[config.mk]
export PLATFORM = sky130hd
export DESIGN_NAME = rng_arbiter
export DESIGN_NICKNAME = d
export VERILOG_FILES = /design/src/rtl/rng_arbiter.sv
export SDC_FILE = /design/constraint.sdc
export NUM_CORES = 1
export LEC_CHECK = 0
export ABC_AREA = 0
export BUFFER_PORTS_ARGS = -buffer_cell sky130_fd_sc_hd__buf_2
export CAP_MARGIN = 10
export CORE_MARGIN = 2
export CORE_UTILIZATION = 36
export DETAILED_ROUTE_END_ITERATION = 10
export PLACE_DENSITY = 0.56
export SKIP_LAST_GASP = 1
export SLEW_MARGIN = 15
export SYNTH_ARGS = -nofsm -noshare
export SYNTH_HDL_FRONTEND = slang
export SYNTH_SLANG_ARGS = --single-unit
[constraint.sdc]
create_clock -name clk -period 3.5 [get_ports clk]
set_input_delay 0.35 -clock clk [delete_from_list [all_inputs] [get_ports clk]]
set_output_delay 0.35 -clock clk [all_outputs]
set_load 0.005 [all_outputs]
[src/rtl/rng_arbiter.sv]
// Shared 10-bit Fibonacci LFSR with round-robin req/ack arbitration.
// Each delivered value is range-reduced to 0..LIMIT and is separated from
// the previous delivery by at least MIN_SHIFTS shifts of the generator.
module rng_arbiter #(
  parameter int NREQ       = 3,
  parameter int MIN_SHIFTS = 10,
  parameter int LIMIT      = 600
) (
  input  logic            clk,
  input  logic            rst,
  input  logic [NREQ-1:0] req,
  input  logic            seed_load,
  input  logic [9:0]      seed,
  output logic [NREQ-1:0] ack,
  output logic [9:0]      rnd_out,
  output logic            busy
);

  localparam int         IDX_W  = (NREQ > 1) ? $clog2(NREQ) : 1;
  localparam logic [3:0] MIN_C  = 4'(MIN_SHIFTS);
  localparam logic [9:0] LIM_C  = 10'(LIMIT);
  localparam logic [9:0] LIM_P1 = 10'(LIMIT + 1);

  typedef enum logic [1:0] {IDLE, GRANT, DELIVER} state_t;

  state_t                 state;
  state_t                 state_nxt;
  logic        [9:0]      lfsr;
  logic        [3:0]      fresh_cnt;
  logic        [IDX_W-1:0] rr_ptr;
  logic        [IDX_W-1:0] gnt_idx;
  logic        [IDX_W-1:0] pick_idx;
  logic        [IDX_W-1:0] cand_idx;
  logic                   pick_vld;
  logic                   fresh;
  logic                   take;
  logic                   deliver;
  logic        [9:0]      red_p1;
  int                     cand;

  // One Fibonacci step: shift left, feedback bit9 ^ bit6 into the LSB.
  function automatic logic [9:0] lfsr_step(input logic [9:0] v);
    return {v[8:0], v[9] ^ v[6]};
  endfunction

  // Single conditional subtract folds 0..1023 into 0..LIMIT since LIMIT >= 511.
  function automatic logic [9:0] reduce(input logic [9:0] v);
    return (v > LIM_C) ? (v - LIM_P1) : v;
  endfunction

  assign fresh = (fresh_cnt >= MIN_C);

  // Round-robin pick: first set request at or after rr_ptr, wrapping.
  always_comb begin
    pick_vld = 1'b0;
    pick_idx = '0;
    cand     = 0;
    cand_idx = '0;
    for (int i = NREQ - 1; i >= 0; i--) begin
      cand = int'(rr_ptr) + i;
      if (cand >= NREQ) cand = cand - NREQ;
      cand_idx = IDX_W'(cand);
      if (req[cand_idx]) begin
        pick_vld = 1'b1;
        pick_idx = cand_idx;
      end
    end
  end

  // FSM state register.
  always_ff @(posedge clk or negedge rst) begin
    if (!rst) state <= IDLE;
    else      state <= state_nxt;
  end

  // FSM next-state: a dropped request in GRANT abandons the grant silently.
  always_comb begin
    state_nxt = state;
    unique case (state)
      IDLE:    if (pick_vld) state_nxt = GRANT;
      GRANT: begin
        if (!req[gnt_idx]) state_nxt = IDLE;
        else if (fresh)    state_nxt = DELIVER;
      end
      DELIVER: state_nxt = IDLE;
      default: state_nxt = IDLE;
    endcase
  end

  // FSM output decode: take captures the value, deliver pulses ack.
  always_comb begin
    busy    = (state != IDLE);
    take    = (state == GRANT) && req[gnt_idx] && fresh;
    deliver = (state == DELIVER);
  end

  // LFSR: free-running shift, seed load overrides; zero seed would lock up.
  always_ff @(posedge clk or negedge rst) begin
    if (!rst)           lfsr <= 10'h3FF;
    else if (seed_load) lfsr <= (seed == 10'd0) ? 10'h3FF : seed;
    else                lfsr <= lfsr_step(lfsr);
  end

  // Freshness counter: saturating shift count since last take or seed load.
  always_ff @(posedge clk or negedge rst) begin
    if (!rst)                  fresh_cnt <= '0;
    else if (seed_load || take) fresh_cnt <= '0;
    else if (!fresh)           fresh_cnt <= fresh_cnt + 4'd1;
  end

  // Grant index latched on leaving IDLE; pointer advances past the served client.
  always_ff @(posedge clk or negedge rst) begin
    if (!rst) begin
      gnt_idx <= '0;
      rr_ptr  <= '0;
    end else begin
      if (state == IDLE && pick_vld) gnt_idx <= pick_idx;
      if (deliver) rr_ptr <= (gnt_idx == IDX_W'(NREQ - 1)) ? '0 : gnt_idx + 1'b1;
    end
  end

  // Capture stage: reduced value taken from the LFSR as seen in GRANT.
  always_ff @(posedge clk or negedge rst) begin
    if (!rst)      red_p1 <= '0;
    else if (take) red_p1 <= reduce(lfsr);
  end

  // Delivery stage: registered ack pulse with the held value.
  always_ff @(posedge clk or negedge rst) begin
    if (!rst) begin
      ack     <= '0;
      rnd_out <= '0;
    end else begin
      ack <= '0;
      if (deliver) begin
        ack     <= {{(NREQ-1){1'b0}}, 1'b1} << gnt_idx;
        rnd_out <= red_p1;
      end
    end
  end

endmodule

# After elaboration in Yosys (flattened, before gate mapping)
# Index checks and enable logic that the tools add are counted.
totals:
  reg_bits: 43
op_classes:
  add_sub_neg: 8
  order_cmp: 9
  eq_ne: 6
  shifts: 1
  mux: 28
  n_reduce_logical: 8
  bitwise: 1
op_table:
  columns: ["cell", "n"]
  rows:
  - ["2-to-1 mux 10 bit", 3]
  - ["2-to-1 mux 2 bit", 10]
  - ["< comparator 2 x 3 -> 1 bit (second input constant)", 4]
  - ["> comparator 10 bit (second input constant)", 1]
  - ["zero test 10 bit", 1]
  - ["subtractor 10 bit (second input constant)", 1]
  - ["binary-select mux 1 bit (select 2 bit)", 4]
  - ["2-to-1 mux 4 bit", 2]
  - ["2-to-1 mux 1 bit", 7]
  - [">= comparator 3 x 2 -> 1 bit (second input constant)", 2]
  - ["subtractor 2 bit (second input constant)", 3]
  - ["adder 4 x 1 -> 4 bit (second input constant)", 1]
  - ["== test 2 bit (second input constant)", 2]
  - [">= comparator 4 bit (second input constant)", 1]
  - ["case mux 2 bit (2 select lines)", 1]
  - ["adder 2 x 1 -> 3 bit (second input constant)", 1]
  - ["adder 2 x 2 -> 3 bit (second input constant)", 1]
  - ["logical AND 1 bit", 3]
  - ["2-to-1 mux 3 bit", 1]
  - ["inequality test 3 bit (second input constant)", 1]
  - ["left shift 1 x 2 -> 3 bit (first input constant)", 1]
  - ["adder 2 x 1 -> 2 bit (second input constant)", 1]
  - ["== test 2 x 1 -> 1 bit (second input constant)", 1]
  - [">= comparator 2 bit (second input constant)", 1]
  - ["7 further kinds", 7]

# Depth between registers and ports, before layout
# Gate-level depths: netlist of the first run.
logic_depth:
  depth_word: 10
  mapped_depth: 7
  ltp_nobuf: 6

# Worst setup path before layout of the first run
# No wires, ideal clock.
synth_path:
  path_kind: "reg-to-reg"
  start: "reg lfsr[0]"
  end: "reg red_p1[3]"
  synth_period_minus_slack_ns: 1.880
  path_slack_ns: 1.620
  path_buffers: 0
  arrival_ns: 1.798
  stages_incl_launch_ff: 7
  required_ns: 3.418
  setup_ns: 0.082
  cell_sequence: "dfstp_2 inv_1 ha_1 nor2b_1 o21a_1 or4_1 a31oi_1"
synth_between:
  elab_chain_len: 2
  word_cells_on_any_way: 3
  classes_between: "1 x add/sub; 1 x order compare; 1 x mux"
synth_rtl:
  columns: ["element", "line_no", "text"]
  rows:
  - ["start: declaration", "28", "logic [9:0] lfsr;"]
  - ["start signal: assignment", "100", "else if (seed_load) lfsr <= (seed == 10'd0) ? 10'h3FF : seed;"]
  - ["start signal: assignment", "101", "else lfsr <= lfsr_step(lfsr);"]
  - ["subtractor 10 bit / > comparator 10 bit (equally long branches)", "48", "return (v > LIM_C) ? (v - LIM_P1) : v;"]
  - ["2-to-1 mux 10 bit *", "48", null]
  - ["end signal: assignment", "125", "else if (take) red_p1 <= reduce(lfsr);"]
  - ["end: declaration", "38", "logic [9:0] red_p1;"]
# Every way passes the cells marked *; elsewhere a longest branch is shown, timed or not.
# A chain may end at the register's enable or synchronous reset.

# Worst setup path after layout of the first run
layout_path:
  start: "reg rr_ptr[1]"
  end: "reg gnt_idx[1]"
layout_between:
  elab_chain_len: 9
  word_cells_on_any_way: 24
  classes_between: "5 x add/sub; 3 x order compare; 15 x mux; 1 x reduce/logical"
layout_rtl:
  columns: ["element", "line_no", "text"]
  rows:
  - ["start: declaration", "30", "logic [IDX_W-1:0] rr_ptr;"]
  - ["start signal: assignment", "118", "if (deliver) rr_ptr <= (gnt_idx == IDX_W'(NREQ - 1)) ? '0 : gnt_idx + 1'b1;"]
  - ["adder 2 x 2 -> 3 bit", "60", "cand = int'(rr_ptr) + i;"]
  - [">= comparator 3 x 2 -> 1 bit / subtractor 2 bit (equally long branches)", "61", "if (cand >= NREQ) cand = cand - NREQ;"]
  - ["2-to-1 mux 2 bit", "61", null]
  - ["binary-select mux 1 bit (select 2 bit)", "63", "if (req[cand_idx]) begin"]
  - ["2-to-1 mux 1 bit (not written as such)", "63", null]
  - ["2-to-1 mux 1 bit (3 in series)", "63", null]
  - ["logical AND 1 bit", "117", "if (state == IDLE && pick_vld) gnt_idx <= pick_idx;"]
  - ["end signal: assignment", "117", null]
  - ["end: declaration", "31", "logic [IDX_W-1:0] gnt_idx;"]
# Parallel ways exist; a longest one is shown, timed or not. The select of a mux whose other input is x is not followed.

==> out/metrics.cfg, run 1 <==
[pwr]
p_leak_uw=0.00120
combPwrFrac=0.188
p_sw_uw=328
p_per_area_nw_per_um2=461
internal_power_uw=829
ir_drop_mv=0.293
clockPowerShare=0.294
seq_power_share=0.518
p_sw_frac=0.284

[cts]
clock_latency_ns=0.29
cts.sinks=43
cts_resized=0
cts_setup_buffers=0
clk_path_buf_depth=2
cts_tree=built
htree_levels=2
cts_root_buf=clkbuf_8
cts_buffers=5
cts_hold_buffers=0
clk_pin_slew_ns=0.08

[yosys]
syn_inst=202
synthFlopType=dfrtp_1
yosys_warnings=0
ys_async_sr_fraction=1.00
yosysSeqAreaShare=0.496
synth-seq-cells=43
syn_area_per_cell_um2=10.9
syn_nets=225
yosysUniqueCellTypes=46
syn_area_um2=2190
synth_edf_count=0

[timing]
slew_viol_final=0
min_period_ns=2.04
finalSetupTns_ns=0
fin_crit_sh=0.582
rsz0062_at_grt=no
clock-skew-final_ns=0.00821
hold_violations=0
timing.hold.ws_ns=0.201
fmax_ghz=0.491
maxSlewHeadroom=0.377
finalSetupViolCount=0
tightest_slew_ns=0.935

[detailed_routing]
first_pass_iters=4
via_per_inst=5.40
drc=0
final_antenna_net_count=0
detail_route.wl_per_cell_um=14.5
vias=1662
drt_iter0_drc=88
wl_um=4450

[worst_setup_path]
critical_path.slowest_cell=dfrtp_1
cp_max_fo=7
crit_arrival_ns=2.22
crit_chain=inv_1, ha_1, mux2i_1, o22ai_1, o21bai_1, mux2_2
reg2reg_slack_ns=1.46
start_kind=register
cpPeakStageDelay_ns=0.43
endpoint_kind=register
reg2regPathDepth=6
cp.required_ns=3.68
r2r_end=gnt_idx[1]
path_class=register to register
rr_startpoint=rr_ptr[1]

[floorplanning]
dieWidth_um=82.1
initial_core_util=0.371
die_y_um=82.1
ios=30
core-area_um2=5920
die_area_um2=6740
rows=28

[outcome]
outcome=complete, no violations

[cells_and_area]
n_antenna_cell=0
syn_to_final_growth_pct=14.4
fill_cells=582
nets=255
drive_above_1_share=0.313
seqCellArea_um2=1090
multi_input_area_um2=1030

[place]
port_buffers=29
dpl.hpwl_um=3270
routabilityCongestion=0.789

[global_routing]
grt_max_degree=44
grt_pass1_wl_um=7810
grtUsageTotal=0.152
grt_pass1_vias=1637
antenna_found_initial=0
grt.overflow.total=0

[run]
cap_violations=0

[hold_path]
min_path_type=input pin to asynchronous set/reset pin

## sequential cells by signal (all words and copies together) (netlist names)
name / cells
fresh_cnt: 4
state: 2
lfsr: 10
ack: 3
rr_ptr: 2
rnd_out: 10
red_p1: 10
gnt_idx: 2
## area by class of cell
| class | instances | area share |
|---|---|---|
| tap | 75 | 0.0374 |
| clock buffer | 8 | 0.0399 |
| sequential | 43 | 0.434 |
| multi-input combinational | 140 | 0.412 |
| timing repair buffer | 29 | 0.0578 |
| inverter | 13 | 0.0194 |
## layer usage
metal | wire length, um | GRT usage | up-vias
met3 | 149 | 0.0308 | 4
li1 | - | - | 820
met4 | 64 | 0.0650 | 0
met1 | 2160 | 0.203 | 814
met5 | 0 | 0 | -
met2 | 2080 | 0.237 | 24
## cells in the final DEF, fill, tap and decap left out, drive strengths merged, types with 3 or more instances in the layout
| cell | count |
|---|---|
| nor3 | 6 |
| a21oi | 10 |
| o31ai | 5 |
| o21ai | 11 |
| or4 | 4 |
| mux2 | 12 |
| nor2 | 12 |
| clkbuf | 8 |
| dfrtp | 33 |
| mux2i | 3 |
| dfstp | 10 |
| nand2 | 8 |
| nor3b | 3 |
| ha | 7 |
| nand3 | 5 |
| inv | 13 |
| buf | 29 |
| o22a | 10 |
| nand2b | 5 |
| a31oi | 8 |
## cells in the mapped netlist (2+ instances only)
cell type / count / area (um^2)
o21bai_1: 2 / 15.0
clkbuf_1: 5 / 18.8
a21o_1: 2 / 15.0
dfrtp_1: 33 / 826
a21oi_1: 10 / 50.1
a31oi_1: 8 / 50.1
ha_1: 7 / 87.6
o21ai_0: 11 / 55.1
inv_1: 12 / 45.0
nor3_1: 6 / 30.0
dfstp_2: 10 / 263
nand2b_1: 5 / 31.3
nor3b_1: 3 / 22.5
o22a_2: 7 / 70.1
nand2_1: 8 / 30.0
o32ai_1: 2 / 17.5
o31a_1: 2 / 17.5
mux2_2: 12 / 135
nor2_1: 12 / 45.0
or2_2: 2 / 12.5
a21bo_2: 2 / 20.0
o22a_1: 3 / 26.3
o31ai_1: 5 / 37.5
nand3_1: 5 / 25.0
mux2i_1: 3 / 30.0
o21a_1: 2 / 15.0
or4_1: 3 / 22.5
a211oi_1: 2 / 15.0
## kinds of logic after synthesis
group	share of synthesized area
compound gates	0.232
xor+xnor	0.00399
fa+ha+maj	0.0399
buf+inv	0.0331
flops	0.496
mux	0.0753
simple gates	0.120
## power groups by stage
stage / combinational (uW) / sequential (uW) / clock [uW]
CTS: 222 / 600 / 356
global placement: 223 / 606 / 0
detailed placement: 221 / 610 / 0
global route: 251 / 610 / 379
floorplan: 163 / 589 / 0
finish: 218 / 600 / 340
## critical path, delay by kind of cell (launching register included)
kind	cells	cell delay [ns]
compound gates	2	0.43
fa+ha+maj	1	0.29
buf+inv	1	0.09
flops	1	0.43
mux	2	0.70
## worst max-delay path by stage
| stage | start | endpoint | slack, ns |
|---|---|---|---|
| after global routing | lfsr[0] | red_p1[3] | 1.34 |
| after floorplan | lfsr[0] | red_p1[3] | 1.62 |
| final | rr_ptr[1] | gnt_idx[1] | 1.46 |
| after CTS | rr_ptr[1] | gnt_idx[1] | 1.47 |
| after detailed placement | rr_ptr[1] | gnt_idx[1] | 1.48 |
| after global placement | rr_ptr[1] | gnt_idx[1] | 1.49 |
## stage by stage
stage	cells	utilization	worst slack, ns	power, uW	area (um^2)
2_1_floorplan	202	-	1.62	752	2190
3_3_place_gp	300	0.407	1.49	829	2410
3_5_place_dp	300	0.407	1.48	831	2410
4_1_cts	308	0.424	1.47	1180	2510
5_1_grt	308	0.424	1.34	1240	2510
6_report	308	0.424	1.46	1160	2510
(Power assumes the default switching activity.)
==> run 2, diff against run 1 <==
--- a/config.mk
+++ b/config.mk
@@ -11,7 +11,7 @@
 export CORE_MARGIN = 2
 export CORE_UTILIZATION = 36
 export DETAILED_ROUTE_END_ITERATION = 10
-export PLACE_DENSITY = 0.56
+export PLACE_DENSITY = 0.58
 export SKIP_LAST_GASP = 1
 export SLEW_MARGIN = 15
 export SYNTH_ARGS = -nofsm -noshare
==> constraint.sdc (replaced) <==
create_clock -name clk -period 1.8 [get_ports clk]
set_input_delay 0.18 -clock clk [delete_from_list [all_inputs] [get_ports clk]]
set_output_delay 0.18 -clock clk [all_outputs]
set_load 0.005 [all_outputs]
==> run 2 against run 1 <==
  * The run now ends with negative setup slack left
  * Wire length up 16%
  * Critical path type unchanged
  * Cell area rose by 12%
  * Sequential cell count is the same
  * Clock power grew 98%
  * Die area did not move
  * Critical path depth increased by 1
  * Via count is 7.0% higher
  * Power rose by 110%
  * First-iteration DRC count down 28%
==> out/metrics.cfg, run 2 (same netlist as run 1, synthesis figures left out) <==
[outcome]
outcome=finished with violations
violations=negative setup slack

[hold_path]
min_path_type=input pin to register

[cts]
clock_latency_ns=0.29
cts_root_buf=clkbuf_8
clk_pin_slew_ns=0.08
clk_path_buf_depth=2
cts_buffers=5
cts_tree=built
cts.sinks=43
htree_levels=2

[timing]
clock-skew-final_ns=0.00568
finalSetupViolCount=1
fin_crit_sh=1.00
tightest_slew_ns=0.527
slew_viol_final=0
fmax_ghz=0.555
timing.hold.ws_ns=0.116
hold_violations=0
maxSlewHeadroom=0.649
min_period_ns=1.80
rsz0062_at_grt=yes
setup_slack_ns=-0.000930
finalSetupTns_ns=-0.000930

[global_routing]
grt_util_met1=0.219
grt.overflow.total=0
grt_pass1_vias=1607
grtUsageMet3=0.0297
grt_max_degree=23
grtUsageTotal=0.155
antenna_found_initial=0
top_usage_layer=met2
grt_pass1_wl_um=7910
use_met2=0.240

[floorplanning]
rows=28
die_area_um2=6740
die_y_um=82.1
ios=30
core-area_um2=5920
dieWidth_um=82.1
initial_core_util=0.371

[worst_setup_path]
start_kind=register
endpoint_kind=register
crit_arrival_ns=1.97
cp.required_ns=1.97
path_class=register to register
cp_max_fo=7

[detailed_routing]
vias=1779
via_per_inst=5.36
wl_um=5140
drt_iter0_drc=63
detail_route.wl_per_cell_um=15.5
drc=0
first_pass_iters=4
final_antenna_net_count=0

[pwr]
ir_drop_mv=0.303
total_power_uw=2440
p_per_area_nw_per_um2=866
p_leak_uw=0.00134

[cells_and_area]
fill_cells=554
layout_common_cells=31 x dfrtp_1, 29 x buf_2, 22 x buf_4, 12 x mux2_2, 12 x nor2_1
drive_above_1_share=0.451
n_antenna_cell=0
reg_top3=lfsr (10), red_p1 (10), rnd_out (10)
layout_commonest_cell=dfrtp_1
syn_to_final_growth_pct=28.3
nets=279

[place]
dpl.hpwl_um=3660
routabilityCongestion=0.809
port_buffers=29

[run]
cap_violations=0

## run 2: cell types whose count changed in the layout (fill, tap and decap cells not counted), moves of 4 or more
cell and change:
inv_2 +4, buf_4 +22, inv_1 -4, ha_4 +4, ha_1 -4
## run 2: area by class of cell
| type | count | area, um^2 | share of cell area |
|---|---|---|---|
| multi-input combinational | 140 | 1140 | 0.406 |
| sequential | 43 | 1090 | 0.387 |
| timing repair buffer | 53 | 340 | 0.121 |
| clock buffer | 8 | 100 | 0.0355 |
| tap | 75 | 93.8 | 0.0333 |
| inverter | 13 | 48.8 | 0.0173 |
## run 2: final timing paths
kind	to	slack [ns]	start	cells past startpoint
min in group asynchronous	gnt_idx[0]	0.39	rst	2
setup / recovery	gnt_idx[0]	-0.0009	rr_ptr[1]	7
hold reg to reg	rnd_out[5]	0.50	rnd_out[5]	1
hold / removal	lfsr[8]	0.12	seed[8]	2
setup reg to reg	gnt_idx[0]	-0.0009	rr_ptr[1]	7
max in group asynchronous	lfsr[0]	0.83	rst	3
## run 2: report_power, final
group / leakage [uW] / internal (uW) / switching (uW)
combinational: 0.000735 / 308 / 304
sequential: 0.000549 / 1070 / 87.2
clock: 0.0000515 / 350 / 323
## run 2: what timing repair did
item	4_1_cts	5_1_grt
pin swaps	0	3
setup buffers	0	3
resized for setup	2	19
endpoints found under the setup margin	1	6
hold buffers	1	0
hold endpoints to repair	20	0
## run 2: through the flow
| step | std cells | utilization | setup WS, ns | cell area [um^2] |
|---|---|---|---|---|
| 2_1_floorplan | 202 | - | 0.00682 | 2200 |
| 3_3_place_gp | 320 | 0.436 | 0.0460 | 2580 |
| 3_5_place_dp | 320 | 0.436 | -0.0575 | 2580 |
| 4_1_cts | 329 | 0.456 | 0.00944 | 2700 |
| 5_1_grt | 332 | 0.476 | -0.0665 | 2820 |
| 6_report | 332 | 0.476 | -0.000930 | 2820 |
## run 2: routing by layer
| layer | routed length (um) | part of all wire |
|---|---|---|
| met1 | 2450 | 0.48 |
| met2 | 2440 | 0.47 |
| met3 | 196 | 0.038 |
| met4 | 53 | 0.010 |
| met5 | 0 | 0 |
## run 2: critical path, stage by stage (launching register included)
cell and delay [ns]:
dfrtp_2 0.46, inv_2 0.10, ha_4 0.18, mux2i_2 0.27, buf_4 0.15, nor2_1 0.06
o32ai_2 0.32, mux2i_2 0.13
